===== src/rtl/integrator_ctrl.sv =====
// integrator_ctrl: paces a valid/ready sample stream into the 22-bit integrator at a programmed
// period, drives its enable/clear, captures each result into a one-deep output register.
// Latency: result valid 1 cycle after LOAD entry; in_ready low while the one-entry buffer is full.
module integrator_ctrl #(
  parameter int DIV_W = 16
) (
  input  logic             clk_i,
  input  logic             reset_i,
  input  logic [DIV_W-1:0] cfg_div_i,
  input  logic             start_i,
  input  logic             stop_i,
  input  logic             clear_i,
  input  logic             in_valid_i,
  input  logic [21:0]      in_data_i,
  output logic             in_ready_o,
  output logic [21:0]      integ_in_o,
  output logic             integ_enable_o,
  output logic             integ_reset_o,
  input  logic [21:0]      integ_out_i,
  output logic             out_valid_o,
  input  logic             out_ready_i,
  output logic [21:0]      out_data_o,
  output logic             busy_o,
  output logic             underrun_o,
  output logic             overrun_o,
  output logic             near_full_o
);

  typedef enum logic [2:0] {S_CLEAR, S_IDLE, S_WAIT, S_LOAD, S_COMMIT} state_t;

  state_t           state_q, state_d;
  logic [DIV_W-1:0] div_q, div_d;
  logic             clr_cnt_q, clr_cnt_d;
  logic             clr_idle_q, clr_idle_d;
  logic             stop_pend_q, stop_pend_d;
  logic             buf_full_q, buf_full_d;
  logic [21:0]      buf_q, buf_d;
  logic [21:0]      held_q, held_d;
  logic             out_valid_q, out_valid_d;
  logic [21:0]      out_data_q, out_data_d;
  logic             underrun_q, underrun_d;
  logic             overrun_q, overrun_d;
  logic             near_full_q, near_full_d;
  logic             integ_reset_q, integ_enable_q;
  logic [DIV_W-1:0] div_reload;

  // Reload between samples is one less than cfg_div because LOAD and COMMIT already take two
  // cycles; saturating at 0 makes the shortest period LOAD, COMMIT, WAIT(0) = 3 cycles.
  assign div_reload = (cfg_div_i == '0) ? '0 : cfg_div_i - DIV_W'(1);

  assign in_ready_o     = !buf_full_q && (state_q != S_CLEAR);
  assign integ_in_o     = held_q;
  assign integ_enable_o = integ_enable_q;
  assign integ_reset_o  = integ_reset_q;
  assign out_valid_o    = out_valid_q;
  assign out_data_o     = out_data_q;
  assign busy_o         = (state_q != S_IDLE);
  assign underrun_o     = underrun_q;
  assign overrun_o      = overrun_q;
  assign near_full_o    = near_full_q;

  // Next-state: command priority clear > stop > start, sample pacing, buffer and capture.
  always_comb begin
    state_d     = state_q;
    div_d       = div_q;
    clr_cnt_d   = clr_cnt_q;
    clr_idle_d  = clr_idle_q;
    stop_pend_d = stop_pend_q;
    buf_full_d  = buf_full_q;
    buf_d       = buf_q;
    held_d      = held_q;
    out_valid_d = out_valid_q;
    out_data_d  = out_data_q;
    underrun_d  = underrun_q;
    overrun_d   = overrun_q;
    near_full_d = near_full_q;

    if (out_valid_q && out_ready_i) out_valid_d = 1'b0;

    if (clear_i) begin
      state_d     = S_CLEAR;
      clr_cnt_d   = 1'b0;
      clr_idle_d  = (state_q == S_IDLE) || (state_q == S_CLEAR);
      stop_pend_d = 1'b0;
    end else begin
      case (state_q)
        S_CLEAR: begin
          if (clr_cnt_q) begin
            state_d = clr_idle_q ? S_IDLE : S_WAIT;
            div_d   = div_reload;
          end else begin
            clr_cnt_d = 1'b1;
          end
        end
        S_IDLE: begin
          stop_pend_d = 1'b0;
          if (start_i) begin
            state_d = S_WAIT;
            div_d   = cfg_div_i;
          end
        end
        S_WAIT: begin
          if (stop_i || stop_pend_q) begin
            state_d     = S_IDLE;
            stop_pend_d = 1'b0;
          end else if (div_q == '0) begin
            state_d = S_LOAD;
            // An empty buffer leaves the previous sample in place.
            if (buf_full_q) begin
              held_d     = buf_q;
              buf_full_d = 1'b0;
            end else begin
              underrun_d = 1'b1;
            end
          end else begin
            div_d = div_q - DIV_W'(1);
          end
        end
        S_LOAD: begin
          // A stop here waits for COMMIT so the integrator never sees half a sample.
          state_d = S_COMMIT;
          if (stop_i) stop_pend_d = 1'b1;
          out_data_d  = integ_out_i;
          out_valid_d = 1'b1;
          if (out_valid_q && !out_ready_i) overrun_d = 1'b1;
          if (integ_out_i[21] != integ_out_i[20]) near_full_d = 1'b1;
        end
        S_COMMIT: begin
          if (stop_i || stop_pend_q) begin
            state_d     = S_IDLE;
            stop_pend_d = 1'b0;
          end else begin
            state_d = S_WAIT;
            div_d   = div_reload;
          end
        end
        default: state_d = S_CLEAR;
      endcase
    end

    if (in_valid_i && in_ready_o) begin
      buf_full_d = 1'b1;
      buf_d      = in_data_i;
    end

    // CLEAR flushes everything the integrator result depends on.
    if (state_d == S_CLEAR) begin
      buf_full_d  = 1'b0;
      held_d      = '0;
      out_valid_d = 1'b0;
      underrun_d  = 1'b0;
      overrun_d   = 1'b0;
      near_full_d = 1'b0;
    end
  end

  // State and registered outputs; reset lands in CLEAR so the integrator is cleared too.
  always_ff @(posedge clk_i or posedge reset_i) begin
    if (reset_i) begin
      state_q        <= S_CLEAR;
      div_q          <= '0;
      clr_cnt_q      <= 1'b0;
      clr_idle_q     <= 1'b1;
      stop_pend_q    <= 1'b0;
      buf_full_q     <= 1'b0;
      buf_q          <= '0;
      held_q         <= '0;
      out_valid_q    <= 1'b0;
      out_data_q     <= '0;
      underrun_q     <= 1'b0;
      overrun_q      <= 1'b0;
      near_full_q    <= 1'b0;
      integ_reset_q  <= 1'b1;
      integ_enable_q <= 1'b0;
    end else begin
      state_q        <= state_d;
      div_q          <= div_d;
      clr_cnt_q      <= clr_cnt_d;
      clr_idle_q     <= clr_idle_d;
      stop_pend_q    <= stop_pend_d;
      buf_full_q     <= buf_full_d;
      buf_q          <= buf_d;
      held_q         <= held_d;
      out_valid_q    <= out_valid_d;
      out_data_q     <= out_data_d;
      underrun_q     <= underrun_d;
      overrun_q      <= overrun_d;
      near_full_q    <= near_full_d;
      integ_reset_q  <= (state_d == S_CLEAR);
      integ_enable_q <= (state_d == S_COMMIT);
    end
  end

endmodule

===== config.mk =====
export PLATFORM = sky130hd
export DESIGN_NAME = integrator_ctrl
export DESIGN_NICKNAME = d
export VERILOG_FILES = /design/src/rtl/integrator_ctrl.sv
export SDC_FILE = /design/constraint.sdc
export NUM_CORES = 1
export LEC_CHECK = 0
export CORE_UTILIZATION = 45
export DETAILED_ROUTE_END_ITERATION = 7
export PLACE_DENSITY = 0.76
export SLEW_MARGIN = 20
export SYNTH_ARGS = -nofsm -noshare
export SYNTH_HDL_FRONTEND = slang
export SYNTH_SLANG_ARGS = --single-unit

===== constraint.sdc =====
create_clock -name clk_i -period 7.17 [get_ports clk_i]
set_input_delay 1.434 -clock clk_i [delete_from_list [all_inputs] [get_ports clk_i]]
set_output_delay 1.434 -clock clk_i [all_outputs]
set_load 0.02 [all_outputs]

==> key figures <==
Timing
  – Final min period: between 3 and 4 ns
  – Fmax: ~250 MHz
  – Max-slew headroom: 0.3841
  – Final Hold Fails: 0
  – Final period util: 0.5493
  – RSZ-0062 raised after global routing: false
  – Setup TNS: 0 ns
  – Setup violators final: 0
  – Tightest Pin Transition: between 0.9 and 1 ns
  – Pins Over Slew Limit: 0
  – Final setup skew: about 0.014 ns

Global route
  – First-pass GRT wire length: just under 20000 um
  – Vias in the first global route: 3968
  – Initial antenna violation count: 0
  – Total gr overflow: 0
  – Gr usage total: 0.2196
  – Largest net degree at the start of global routing: 74

Clock tree
  – Hold-fix buffers, CTS: 0
  – H-tree levels: 3
  – Clock sinks: 95
  – Worst-path clk slew: 0.10 ns
  – CTS tree: built
  – Worst skew pair latency: around 0.36 ns
  – CTS Root Cell: clkbuf_8
  – Post-CTS Setup Repair Bufs: 0
  – TritonCTS buffer count: 9
  – Post-cts resize count: 0
  – CTS Buffer Depth: 2

Die
  – Row count: 36
  – Die area: approximately 11000 um^2
  – I/O pins: between 100 and 150
  – Die X-Extent: 104.2 um
  – Initial core utilization: 0.4725
  – Die H: ~100 um
  – Core area: between 9000 and 10000 um^2

Logic synthesis
  – Yosys reg bits: between 90 and 100
  – Synth Flop Type: dfrtp_1
  – Ys async rst share: 1.000
  – Top cell type's share of synthesized area: 0.4948
  – Synth area leader: dfrtp_1
  – Synth Warn #: 0
  – Post-Syn Area: between 4000 and 5000 um^2
  – Post-Synthesis Cells: between 400 and 500
  – Syn Nets: between 500 and 600
  – Top post-synthesis cells by area: dfrtp_1 49%, mux2_1 11%, nand2_1 4.2%
  – Post-synth EDFFs: 0
  – Syn Area/Cell: ~11 um^2
  – Count of cell types in the netlist: 66
  – Register area share after synthesis: 0.5060

Final layout
  – Final #Nets: just over 600
  – Antenna diodes: 0
  – Syn-to-layout area delta: 33.17%
  – Fraction of final layout cells sized beyond drive strength 1: 0.07568
  – Commonest non-fill, non-tap cell in the layout: clkdlybuf4s50_1
  – Most frequent cells in the layout: 118 x clkdlybuf4s50_1, 93 x dfrtp_1, 52 x nand2_1, 45 x mux2_1, 33 x a21oi_1

Critical path
  – CP cell instances: clkdlybuf4s50_1 > nand3b_2 > a21o_1 > or2_1 > mux2_1
  – Critical Path RT: ~7.4 ns
  – Crit end category: flip-flop
  – Critical Path Fanout Max: 28
  – CP max stage cell: nand3b_2
  – CP max stage delay: 0.71 ns
  – Worst setup SP type: input pin
  – Critical path class: in2reg
  – Crit path DAT: between 4 and 5 ns
  – FF-to-FF path depth: 5

Pwr
  – Lkg Pwr: around 2.5 nW
  – Worst vdd ir: 0.1735 mV
  – Post-route total power: between 1.5 and 2 mW
  – PwrDens: between 200 and 300 nW/um^2

Hold path
  – Worst hold path type: reg2reg
  – Hold path depth: 1

Drt
  – Initial DRT Pass Iterations: 5
  – Final wirelength: between 10000 and 15000 um
  – WL per Instance: ~17 um
  – Vias: between 3000 and 4000
  – Vias/cell: 5.628
  – Antenna Nets Post-Route: 0
  – Post-route DRC violation count: 0
  – DR iter-0 viols: approximately 340

Placement
  – PortBufs: approximately 120
  – GPL Wtd Cong: between 0.8 and 0.9
  – Hpwl dp: approximately 8100 um

Run
  – Max-Cap Viols: 0

Status
  – Status: finished, final reports clean
-- synthesized netlist by cell type (4+ instances only) --
| cell | count |
|---|---|
| nor3_1 | 12 |
| nand3_1 | 6 |
| mux2_2 | 4 |
| nand2_1 | 52 |
| and3_1 | 4 |
| or3_1 | 5 |
| o31ai_1 | 12 |
| clkbuf_1 | 11 |
| o21ai_0 | 9 |
| buf_2 | 13 |
| nor2_1 | 23 |
| a31oi_1 | 7 |
| o311a_1 | 4 |
| inv_1 | 11 |
| mux2_1 | 45 |
| o21ai_1 | 14 |
| a21oi_1 | 33 |
| dfrtp_1 | 93 |
-- registers in the layout, summed over array words and instances (netlist names) --
| name | cells |
|---|---|
| near_full_o | 1 |
| clr_cnt_q | 1 |
| buf_q | 22 |
| underrun_o | 1 |
| state_q | 3 |
| overrun_o | 1 |
| stop_pend_q | 1 |
| buf_full_q | 1 |
| out_valid_o | 1 |
| integ_in_o | 22 |
| out_data_o | 22 |
| div_q | 16 |
| clr_idle_q | 1 |
| integ_reset_o | 1 |
| integ_enable_o | 1 |
-- metrics by stage --
step | area [um^2] | setup slack [ns] | hold WS, ns | instances | util
2_1_floorplan | 4703 | 3.262 | 0.4580 | 443 | -
3_3_place_gp | 5973 | 2.906 | 0.4667 | 670 | 0.6001
3_5_place_dp | 5973 | 2.874 | 0.4737 | 670 | 0.6001
4_1_cts | 6238 | 3.229 | 0.4960 | 686 | 0.6267
5_1_grt | 6264 | 3.062 | 0.5124 | 688 | 0.6292
6_report | 6264 | 3.231 | 0.4901 | 688 | 0.6292
-- worst max-delay path: cells and delay by family --
family | cells | cell delay, ns
muxes | 1 | 0.39
buffers and inverters | 1 | 0.60
AOI/OAI and AO/OA | 1 | 0.52
and+or+nand+nor | 2 | 1.23
-- where the power goes --
group          leakage [nW]  internal [mW]  switching, mW  total, mW
clock network         0.131          0.270          0.190      0.460
logic                  1.15          0.285          0.291      0.575
registers              1.23          0.696          0.127      0.823
-- area by class of cell --
cell class              instances  area [um^2]
fillers                       796         3691
flip-flops and latches         95         2380
multi-input cells             308         2170
repair buffers                124         1236
well taps                     133        166.4
clock inverters                 6        137.6
clock buffers                  10        127.6
inverters                      12        46.29
-- kinds of logic (layout without fill, tap and decap cells) --
| family | after synthesis | count (layout) | synth area share |
|---|---|---|---|
| AOI/OAI and AO/OA | 113 | 113 | 0.1594 |
| xor gates and xnor gates | 4 | 4 | 0.009047 |
| adders and majority gates | 3 | 3 | 0.007982 |
| buffers and inverters | 40 | 152 | 0.03777 |
| DFF | 95 | 95 | 0.5060 |
| muxes | 49 | 49 | 0.1173 |
| and+or+nand+nor | 139 | 139 | 0.1625 |
-- path summary, 6_finish.rpt --
| check | start | endpoint | slack (ns) |
|---|---|---|---|
| max in group asynchronous | reset_i | div_q[6]$_DFFE_PP0P_ | 4.57 |
| worst max-delay path | clear_i | div_q[5]$_DFFE_PP0P_ | 3.23 |
| worst min-delay path | out_data_o[19]$_DFFE_PP0P_ | out_data_o[19]$_DFFE_PP0P_ | 0.49 |
| min in group asynchronous | reset_i | out_data_o[16]$_DFFE_PP0P_ | 1.37 |
| worst min register to register | out_data_o[19]$_DFFE_PP0P_ | out_data_o[19]$_DFFE_PP0P_ | 0.49 |
| worst max register to register | state_q[2]$_DFF_PP0_ | div_q[2]$_DFFE_PP0P_ | 3.86 |
-- per-layer routing --
metal  track usage  up-vias  wire length [um]
li1              -     1839                 -
met1        0.2901     1863              5128
met2        0.3514      153              5383
met3       0.06078       17               864
met4       0.06735        0               179
met5             0        -                 0
(Power assumes the default switching activity.)
